==> config.mk <==
export PLATFORM = sky130hd
export DESIGN_NAME = fetch_unit
export DESIGN_NICKNAME = d
export VERILOG_FILES = /design/src/rtl/fetch_pkg.sv /design/src/rtl/fetch_unit_ret_stack.sv /design/src/rtl/fetch_unit.sv
export SDC_FILE = /design/constraint.sdc
export NUM_CORES = 1
export LEC_CHECK = 0
export CAP_MARGIN = 40
export CELL_PAD_IN_SITES_DETAIL_PLACEMENT = 0
export CELL_PAD_IN_SITES_GLOBAL_PLACEMENT = 1
export CORE_AREA = 3 3 135 189
export CTS_CLUSTER_DIAMETER = 80
export DETAILED_ROUTE_END_ITERATION = 10
export DIE_AREA = 0 0 138 192
export PLACE_DENSITY_LB_ADDON = 0.1
export SYNTH_ARGS = -nofsm -noshare
export SYNTH_HDL_FRONTEND = slang
export SYNTH_SLANG_ARGS = --single-unit
==> constraint.sdc <==
create_clock -name clk -period 4.6 [get_ports clk]
set_clock_uncertainty 0.15 [all_clocks]
set_input_delay 0.92 -clock clk [delete_from_list [all_inputs] [get_ports clk]]
set_output_delay 0.92 -clock clk [all_outputs]
set_load 0.01 [all_outputs]
==> src/rtl/fetch_pkg.sv <==
// Shared types for the fetch unit: next-PC source selector and relative-offset width.
package fetch_pkg;

   localparam int REL_W = 8;

   typedef enum logic [2:0] {
      NPC_HOLD,
      NPC_INC,
      NPC_ABS,
      NPC_REL,
      NPC_CALL,
      NPC_RET
   } npc_sel_t;

endpackage

==> src/rtl/fetch_unit_ret_stack.sv <==
// LIFO return-address stack; push when full and pop when empty are silently ignored.
module ret_stack
   import fetch_pkg::*;
#(
   parameter int D         = 10,
   parameter int STK_DEPTH = 4
) (
   input  logic         clk,
   input  logic         reset,
   input  logic         push,
   input  logic         pop,
   input  logic [D-1:0] push_data,
   output logic [D-1:0] top,
   output logic         full,
   output logic         empty
);

   localparam int SPW = $clog2(STK_DEPTH + 1);
   localparam int IW  = (STK_DEPTH > 1) ? $clog2(STK_DEPTH) : 1;

   logic [SPW-1:0] sp;
   logic [SPW-1:0] sp_m1;
   logic [D-1:0]   mem [STK_DEPTH];
   logic           do_push;
   logic           do_pop;

   assign full    = (sp == SPW'(STK_DEPTH));
   assign empty   = (sp == '0);
   assign sp_m1   = sp - SPW'(1);
   assign top     = mem[sp_m1[IW-1:0]];
   assign do_pop  = pop && !empty;
   assign do_push = push && !full && !do_pop;

   always_ff @(posedge clk or negedge reset) begin
      if (!reset) begin
         sp <= '0;
      end else if (do_pop) begin
         sp <= sp_m1;
      end else if (do_push) begin
         sp <= sp + SPW'(1);
      end
   end

   // Entry storage needs no reset: an empty stack pointer makes it unreachable.
   always_ff @(posedge clk) begin
      if (do_push) begin
         mem[sp[IW-1:0]] <= push_data;
      end
   end

endmodule

==> src/rtl/fetch_unit.sv <==
// Program counter with jump table, relative jumps, stall and sticky done flag.
// Optional return stack (call/ret, stk_err) enabled by defining RET_STACK_EN.
module fetch_unit
   import fetch_pkg::*;
#(
   parameter int D         = 10,
   parameter int LUT_AW    = 4,
   parameter int STK_DEPTH = 4,
   parameter int DONE_ADDR = 67
) (
   input  logic              clk,
   input  logic              reset,
   input  logic              stall,
   input  logic              absjump_en,
   input  logic              reljump_en,
   input  logic              call_en,
   input  logic              ret_en,
   input  logic [LUT_AW-1:0] pc_immed,
   input  logic [REL_W-1:0]  rel_off,
   input  logic              lut_wr_en,
   input  logic [LUT_AW-1:0] lut_wr_addr,
   input  logic [D-1:0]      lut_wr_data,
   output logic [D-1:0]      prog_ctr,
   output logic              done,
   output logic              stk_err
);

   logic [D-1:0]        tbl [2**LUT_AW];
   logic [D-1:0]        tbl_rd;
   logic [D-1:0]        pc_inc;
   logic [D-1:0]        pc_rel;
   logic signed [D-1:0] rel_sext;
   logic                at_done;
   logic                call_q;
   logic                ret_q;
   logic                stk_full;
   logic                stk_empty;
   logic [D-1:0]        stk_top;
   logic                stk_push;
   logic                stk_pop;
   logic                err_set;
   npc_sel_t            npc_sel;

   // A same-cycle write to the index being read wins over the stored entry.
   assign tbl_rd   = (lut_wr_en && (lut_wr_addr == pc_immed)) ? lut_wr_data : tbl[pc_immed];
   assign pc_inc   = prog_ctr + D'(1);
   assign rel_sext = {{(D-REL_W){rel_off[REL_W-1]}}, rel_off};
   assign pc_rel   = prog_ctr + $unsigned(rel_sext);
   assign at_done  = done || (prog_ctr == D'(DONE_ADDR));

`ifdef RET_STACK_EN
   assign call_q = call_en;
   assign ret_q  = ret_en;

   ret_stack #(
      .D         (D),
      .STK_DEPTH (STK_DEPTH)
   ) u_ret_stack (
      .clk       (clk),
      .reset     (reset),
      .push      (stk_push),
      .pop       (stk_pop),
      .push_data (pc_inc),
      .top       (stk_top),
      .full      (stk_full),
      .empty     (stk_empty)
   );

   always_ff @(posedge clk or negedge reset) begin
      if (!reset) begin
         stk_err <= 1'b0;
      end else if (err_set) begin
         stk_err <= 1'b1;
      end
   end
`else
   logic unused_stk;

   assign call_q     = 1'b0;
   assign ret_q      = 1'b0;
   assign stk_full   = 1'b1;
   assign stk_empty  = 1'b1;
   assign stk_top    = '0;
   assign stk_err    = 1'b0;
   assign unused_stk = &{1'b0, call_en, ret_en, stk_push, stk_pop, err_set};
`endif

   always_comb begin
      npc_sel  = NPC_INC;
      stk_push = 1'b0;
      stk_pop  = 1'b0;
      err_set  = 1'b0;
      if (at_done || stall) begin
         npc_sel = NPC_HOLD;
      end else if (ret_q) begin
         if (stk_empty) begin
            err_set = 1'b1;
         end else begin
            npc_sel = NPC_RET;
            stk_pop = 1'b1;
         end
      end else if (call_q) begin
         if (stk_full) begin
            err_set = 1'b1;
         end else begin
            npc_sel  = NPC_CALL;
            stk_push = 1'b1;
         end
      end else if (absjump_en) begin
         npc_sel = NPC_ABS;
      end else if (reljump_en) begin
         npc_sel = NPC_REL;
      end
   end

   always_ff @(posedge clk or negedge reset) begin
      if (!reset) begin
         prog_ctr <= '0;
      end else begin
         case (npc_sel)
            NPC_HOLD: prog_ctr <= prog_ctr;
            NPC_ABS,
            NPC_CALL: prog_ctr <= tbl_rd;
            NPC_REL:  prog_ctr <= pc_rel;
            NPC_RET:  prog_ctr <= stk_top;
            default:  prog_ctr <= pc_inc;
         endcase
      end
   end

   // done latches the cycle after DONE_ADDR is seen; the PC is already held there.
   always_ff @(posedge clk or negedge reset) begin
      if (!reset) begin
         done <= 1'b0;
      end else if (prog_ctr == D'(DONE_ADDR)) begin
         done <= 1'b1;
      end
   end

   always_ff @(posedge clk or negedge reset) begin
      if (!reset) begin
         for (int i = 0; i < 2**LUT_AW; i++) begin
            tbl[i] <= '0;
         end
      end else if (lut_wr_en) begin
         tbl[lut_wr_addr] <= lut_wr_data;
      end
   end

endmodule
After elaboration in Yosys (flattened, before gate mapping)
Index checks and enable logic that the tools add are counted.
Word-level totals
  output and inout bits: 12
  bits of input ports: 34
  register bits after elaboration: 171
Cells by class
  mux-type cells: 11
  add/subtract/negate cells: 2
  reductions and logical operators: 6
  eq/ne operators: 6
  order comparisons: 3
  bitwise gates (word level): 2
Operators with widths (count)
  160-bit bitwise mux: 1
  10-bit binary-select mux with 4-bit select: 1
  10-bit demux with 4-bit select: 1
  10-bit two-way mux: 4
  10-bit one-hot mux with 4 select lines: 1
  10-bit by 1-bit adder with 10-bit output (second input constant): 1
  10-bit adder: 1
  10-bit by 7-bit equality test with 1-bit output (second input constant): 1
  5-bit >= comparator (second input constant): 2
  4-bit inverter with 5-bit output: 2
  3-bit by 2-bit equality test with 1-bit output (second input constant): 2
  3-bit equality test (second input constant): 2
  5-bit by 1-bit < comparator with 1-bit output (second input constant): 1
  4-bit equality test: 1
  2-bit two-way mux: 2
  3-bit zero test: 1
  3-bit two-way mux: 1
  1-bit logical AND: 2
  1-bit logical OR: 2
  2-bit OR reduction: 1

Longest topological paths before layout
  depth after elaboration: 7
  depth in mapped cells: 12

Worst setup path after synthesis
OpenSTA, ideal clock, no wires.
  path kind: input to register
  from: input port stall
  to: register prog_ctr[9]
  stages: 10
  data arrival time: 3288 ps
  library setup time: 124 ps
  slack: 1038 ps
  required time: 4326 ps
  cell sequence: a311oi_4 clkbuf_1 and3_1 ha_1 a21oi_1 o2111ai_1 a41oi_1 nor4b_4 a31o_1 a211o_1
On the way
  word-level cells in the longest chain between the ends: 5
  elaborated cells between the ends (all ways): 9
RTL lines
  from (decl): line fetch_unit.sv:13  | input logic stall,
  1-bit logical OR *: line fetch_unit.sv:93  | if (at_done || stall) begin
  3-bit two-way mux *: line fetch_unit.sv:93
  3-bit by 2-bit equality test with 1-bit output or 3-bit equality test (tied branches): line fetch_unit.sv:120  | case (npc_sel)
  2-bit OR reduction: line fetch_unit.sv:120
  10-bit one-hot mux with 4 select lines: line fetch_unit.sv:120
  to (signal assigned): line fetch_unit.sv:121  | NPC_HOLD: prog_ctr <= prog_ctr;
  to (signal assigned): line fetch_unit.sv:123  | NPC_CALL: prog_ctr <= tbl_rd;
  to (signal assigned): line fetch_unit.sv:124  | NPC_REL: prog_ctr <= pc_rel;
  to (decl): line fetch_unit.sv:23  | output logic [D-1:0] prog_ctr,
Every way passes the cells marked *; elsewhere a longest branch is shown, timed or not.
A chain may end at the register's enable or synchronous reset.

Worst setup path after layout
  from: input port reljump_en
  to: register prog_ctr[9]
On the way
  word-level cells in the longest chain between the ends: 6
  elaborated cells between the ends (all ways): 10
RTL lines
  from (decl): line fetch_unit.sv:15  | input logic reljump_en,
  2-bit two-way mux *: line fetch_unit.sv:111  | end else if (reljump_en) begin
  2-bit two-way mux *: line fetch_unit.sv:109  | end else if (absjump_en) begin
  3-bit two-way mux *: line fetch_unit.sv:93
  3-bit by 2-bit equality test with 1-bit output or 3-bit equality test (tied branches): line fetch_unit.sv:120
  2-bit OR reduction: line fetch_unit.sv:120
  10-bit one-hot mux with 4 select lines: line fetch_unit.sv:120
Marked as above.

==> impl_metrics.py <==
metrics = {
    "run_status": {
        "status": "finished, final reports clean",
    },
    "placement": {
        "detailedPlace.worstSlack_ps": 414,
        "dp_hpwl_mm": 14.2,
        "place_area_um2": 9320,
        "io_buffer_count": 42,
        "gp_congestion": 0.755,
    },
    "cells_and_area": {
        "antenna_cells": 0,
        "drive_gt1_share_pct": 39.8,
        "fin_area_um2": 9930,
        "finalNetCount": 667,
        "area_delta_synth_final_pct": 16.4,
    },
    "logic_synthesis": {
        "netlist.area_leader.share_pct": 50.2,
        "synth-seq-cells": 171,
        "synth.distinct_cells": 49,
        "synth_area_leaders": "dfrtp_1 50%, mux2_2 21%, mux4_2 7.7%",
        "yosys-top-cells-count": "171 x dfrtp_1, 162 x mux2_2, 29 x mux4_2, 29 x nor2_1, 23 x clkbuf_1",
        "synth-main-ff-cell": "dfrtp_1",
        "synth_area_um2": 8530,
        "yosysWarnings": 0,
        "async_reset_ff_share_pct": 100,
        "synth.avg_cell_area_um2": 14.8,
        "synth_sequential_area_ratio_pct": 50.2,
        "synth_nets": 621,
        "synth_edf_count": 0,
        "postSynthCellCount": 577,
        "yosysMostFrequentCell": "dfrtp_1",
        "synth_top_area_cell": "dfrtp_1",
    },
    "global_route": {
        "grt_max_degree": 82,
        "globalRouteTotalUtil_pct": 17.0,
        "first_global_vias": 5408,
        "grt_pass1_wl_mm": 33.7,
        "antenna_found_initial": 0,
        "gr-total-overflow": 0,
    },
    "clocking": {
        "clock_path_buffers": 2,
        "tritoncts": "done",
        "clk_pin_slew_ps": 60,
        "cts.sinks": 171,
        "postCtsHoldBufs": 0,
        "post_cts_resized": 0,
        "clk_latency_ps": 430,
        "post_cts_buffers": 0,
        "cts_made_buffers": 17,
        "htreeDepth": 4,
        "root_buffer": "clkbuf_16",
    },
    "detailed_routing": {
        "drc": 0,
        "drt_wl_total_mm": 21.9,
        "dr.pass1.iters": 4,
        "viasPerCell": 5.37,
        "dr.first_iter.drc_count": 212,
        "ant_nets": 0,
        "wl_per_cell_um": 23.2,
        "via_count": 5079,
    },
    "pwr": {
        "vdd_drop_max_mv": 0.278,
        "total_power_mw": 4.69,
        "p_leak_nw": 4.20,
        "p_per_area_nw_per_um2": 473,
    },
    "timing": {
        "setup_viol": 0,
        "period_share_pct": 81.0,
        "worst_slack_ps": 873,
        "fmax_ghz": 0.268,
        "slew_viol_final": 0,
        "tightest_slew_ps": 827,
        "rsz0062_at_grt": "no",
        "period_needed_ps": 3730,
        "finalSetupTns_ps": 0,
        "maxSlewHeadroom_pct": 44.9,
        "hold_viol": 0,
    },
    "floorplan": {
        "core.rowCount": 67,
        "die_x_um": 138,
        "ioPinCount": 46,
        "core_area_um2": 24000,
        "dieArea_um2": 26500,
        "start_util_pct": 35.6,
        "die_h_um": 192,
    },
    "critical_path": {
        "critical_path.max_fanout": 8,
        "cp-start-kind": "input port",
        "crit_path_end_kind": "flop",
        "cp_data_required_time_ps": 4820,
        "worstSetupPathType": "input port to flop",
        "r2r_end": "prog_ctr[9]$_DFFE_PN0P_",
        "reg2reg_depth": 11,
        "timing.rr.start": "prog_ctr[5]$_DFFE_PN0P_",
        "r2r_slack_ps": 1060,
        "cp_data_arrival_time_ps": 3950,
    },
    "min_path": {
        "min_path_type": "flop to flop",
        "hold_start": "tbl[64]$_DFFE_PN0P_",
        "hold_depth": 1,
        "hold_path_end": "tbl[64]$_DFFE_PN0P_",
    },
    "job": {
        "cap_violations": 0,
    },
}
==> through the flow <==
step	cells	hold slack [ps]	util, %
5_1_grt	946	354	41.4
2_1_floorplan	577	320	-
6_report	946	346	41.4
3_3_place_gp	913	330	38.7
3_5_place_dp	914	335	38.9
4_1_cts	946	350	41.4
==> placed cells by master, fill, tap and decap left out, types with 3 or more instances in the layout <==
cell type	n
nand2b_1	6
mux2_2	162
a221oi_1	3
a21oi_1	5
xor2_1	7
nand3b_1	5
clkinv_4	3
clkbuf_16	17
or3_1	3
nor2b_1	5
clkbuf_8	5
ha_1	9
nand2_1	14
a211oi_1	5
mux2i_1	8
nor2_1	29
clkdlybuf4s50_1	39
mux4_1	16
inv_1	3
buf_4	21
mux4_2	29
and3_1	8
nand3_1	8
dfrtp_1	171
xnor2_1	4
a31oi_1	3
nor3_1	5
==> critical path, stage by stage <==
cell and delay [ps]:
clkdlybuf4s50_1 460, nor2b_1 420, and3_1 300, ha_1 250, a21oi_1 240, o2111ai_1 240, a41oi_1 500, nor2_1 110
o311ai_0 360, a211o_1 150
==> per-layer routing <==
metal  up-vias  routed length, um  GRT usage, %  part of all wire [%]
met2        82              11300          29.8                    51
met3        25                743          3.14                   3.4
met4         0                468          5.74                   2.1
met1      2705               9420          21.3                    43
li1       2267                  -             -                     -
met5         -                  0             0                     0
==> worst max path at each step <==
stage               start                       to  cells after the start
2_1_floorplan       stall  prog_ctr[9]$_DFFE_PN0P_                     10
3_3_place_gp   reljump_en  prog_ctr[9]$_DFFE_PN0P_                     10
3_5_place_dp   reljump_en  prog_ctr[9]$_DFFE_PN0P_                     10
4_1_cts        reljump_en  prog_ctr[9]$_DFFE_PN0P_                     10
5_1_grt        reljump_en  prog_ctr[9]$_DFFE_PN0P_                     10
6_report       reljump_en  prog_ctr[9]$_DFFE_PN0P_                     10
==> cell families (layout without fill, tap and decap cells) <==
kind of cell / after synthesis / after routing / synth area share, %
compound gates: 37 / 37 / 3.39
mux: 215 / 215 / 34.9
buf+inv: 41 / 100 / 2.64
flops: 171 / 171 / 50.2
simple gates: 91 / 91 / 6.13
other cells: 1 / 1 / 0.0440
xor+xnor: 11 / 11 / 1.13
fa+ha+maj: 10 / 10 / 1.56
==> cell type report <==
type	count	area [um2]
Fill cell	2289	14000
Sequential cell	171	4280
Multi-Input combinational cell	365	4020
Timing Repair Buffer	65	617
Clock buffer	23	498
Tap cell	310	388
Clock inverter	9	111
Inverter	3	11.3
==> sequential cells by signal, summed over array words and instances, names as in the netlist <==
name      flops
prog_ctr     10
tbl         160
done          1
==> power by group <==
group          switching [mW]  internal, mW
combinational           0.458         0.665
sequential              0.221          1.87
clock                   0.603         0.873
Power figures use the tool's default switching activity.
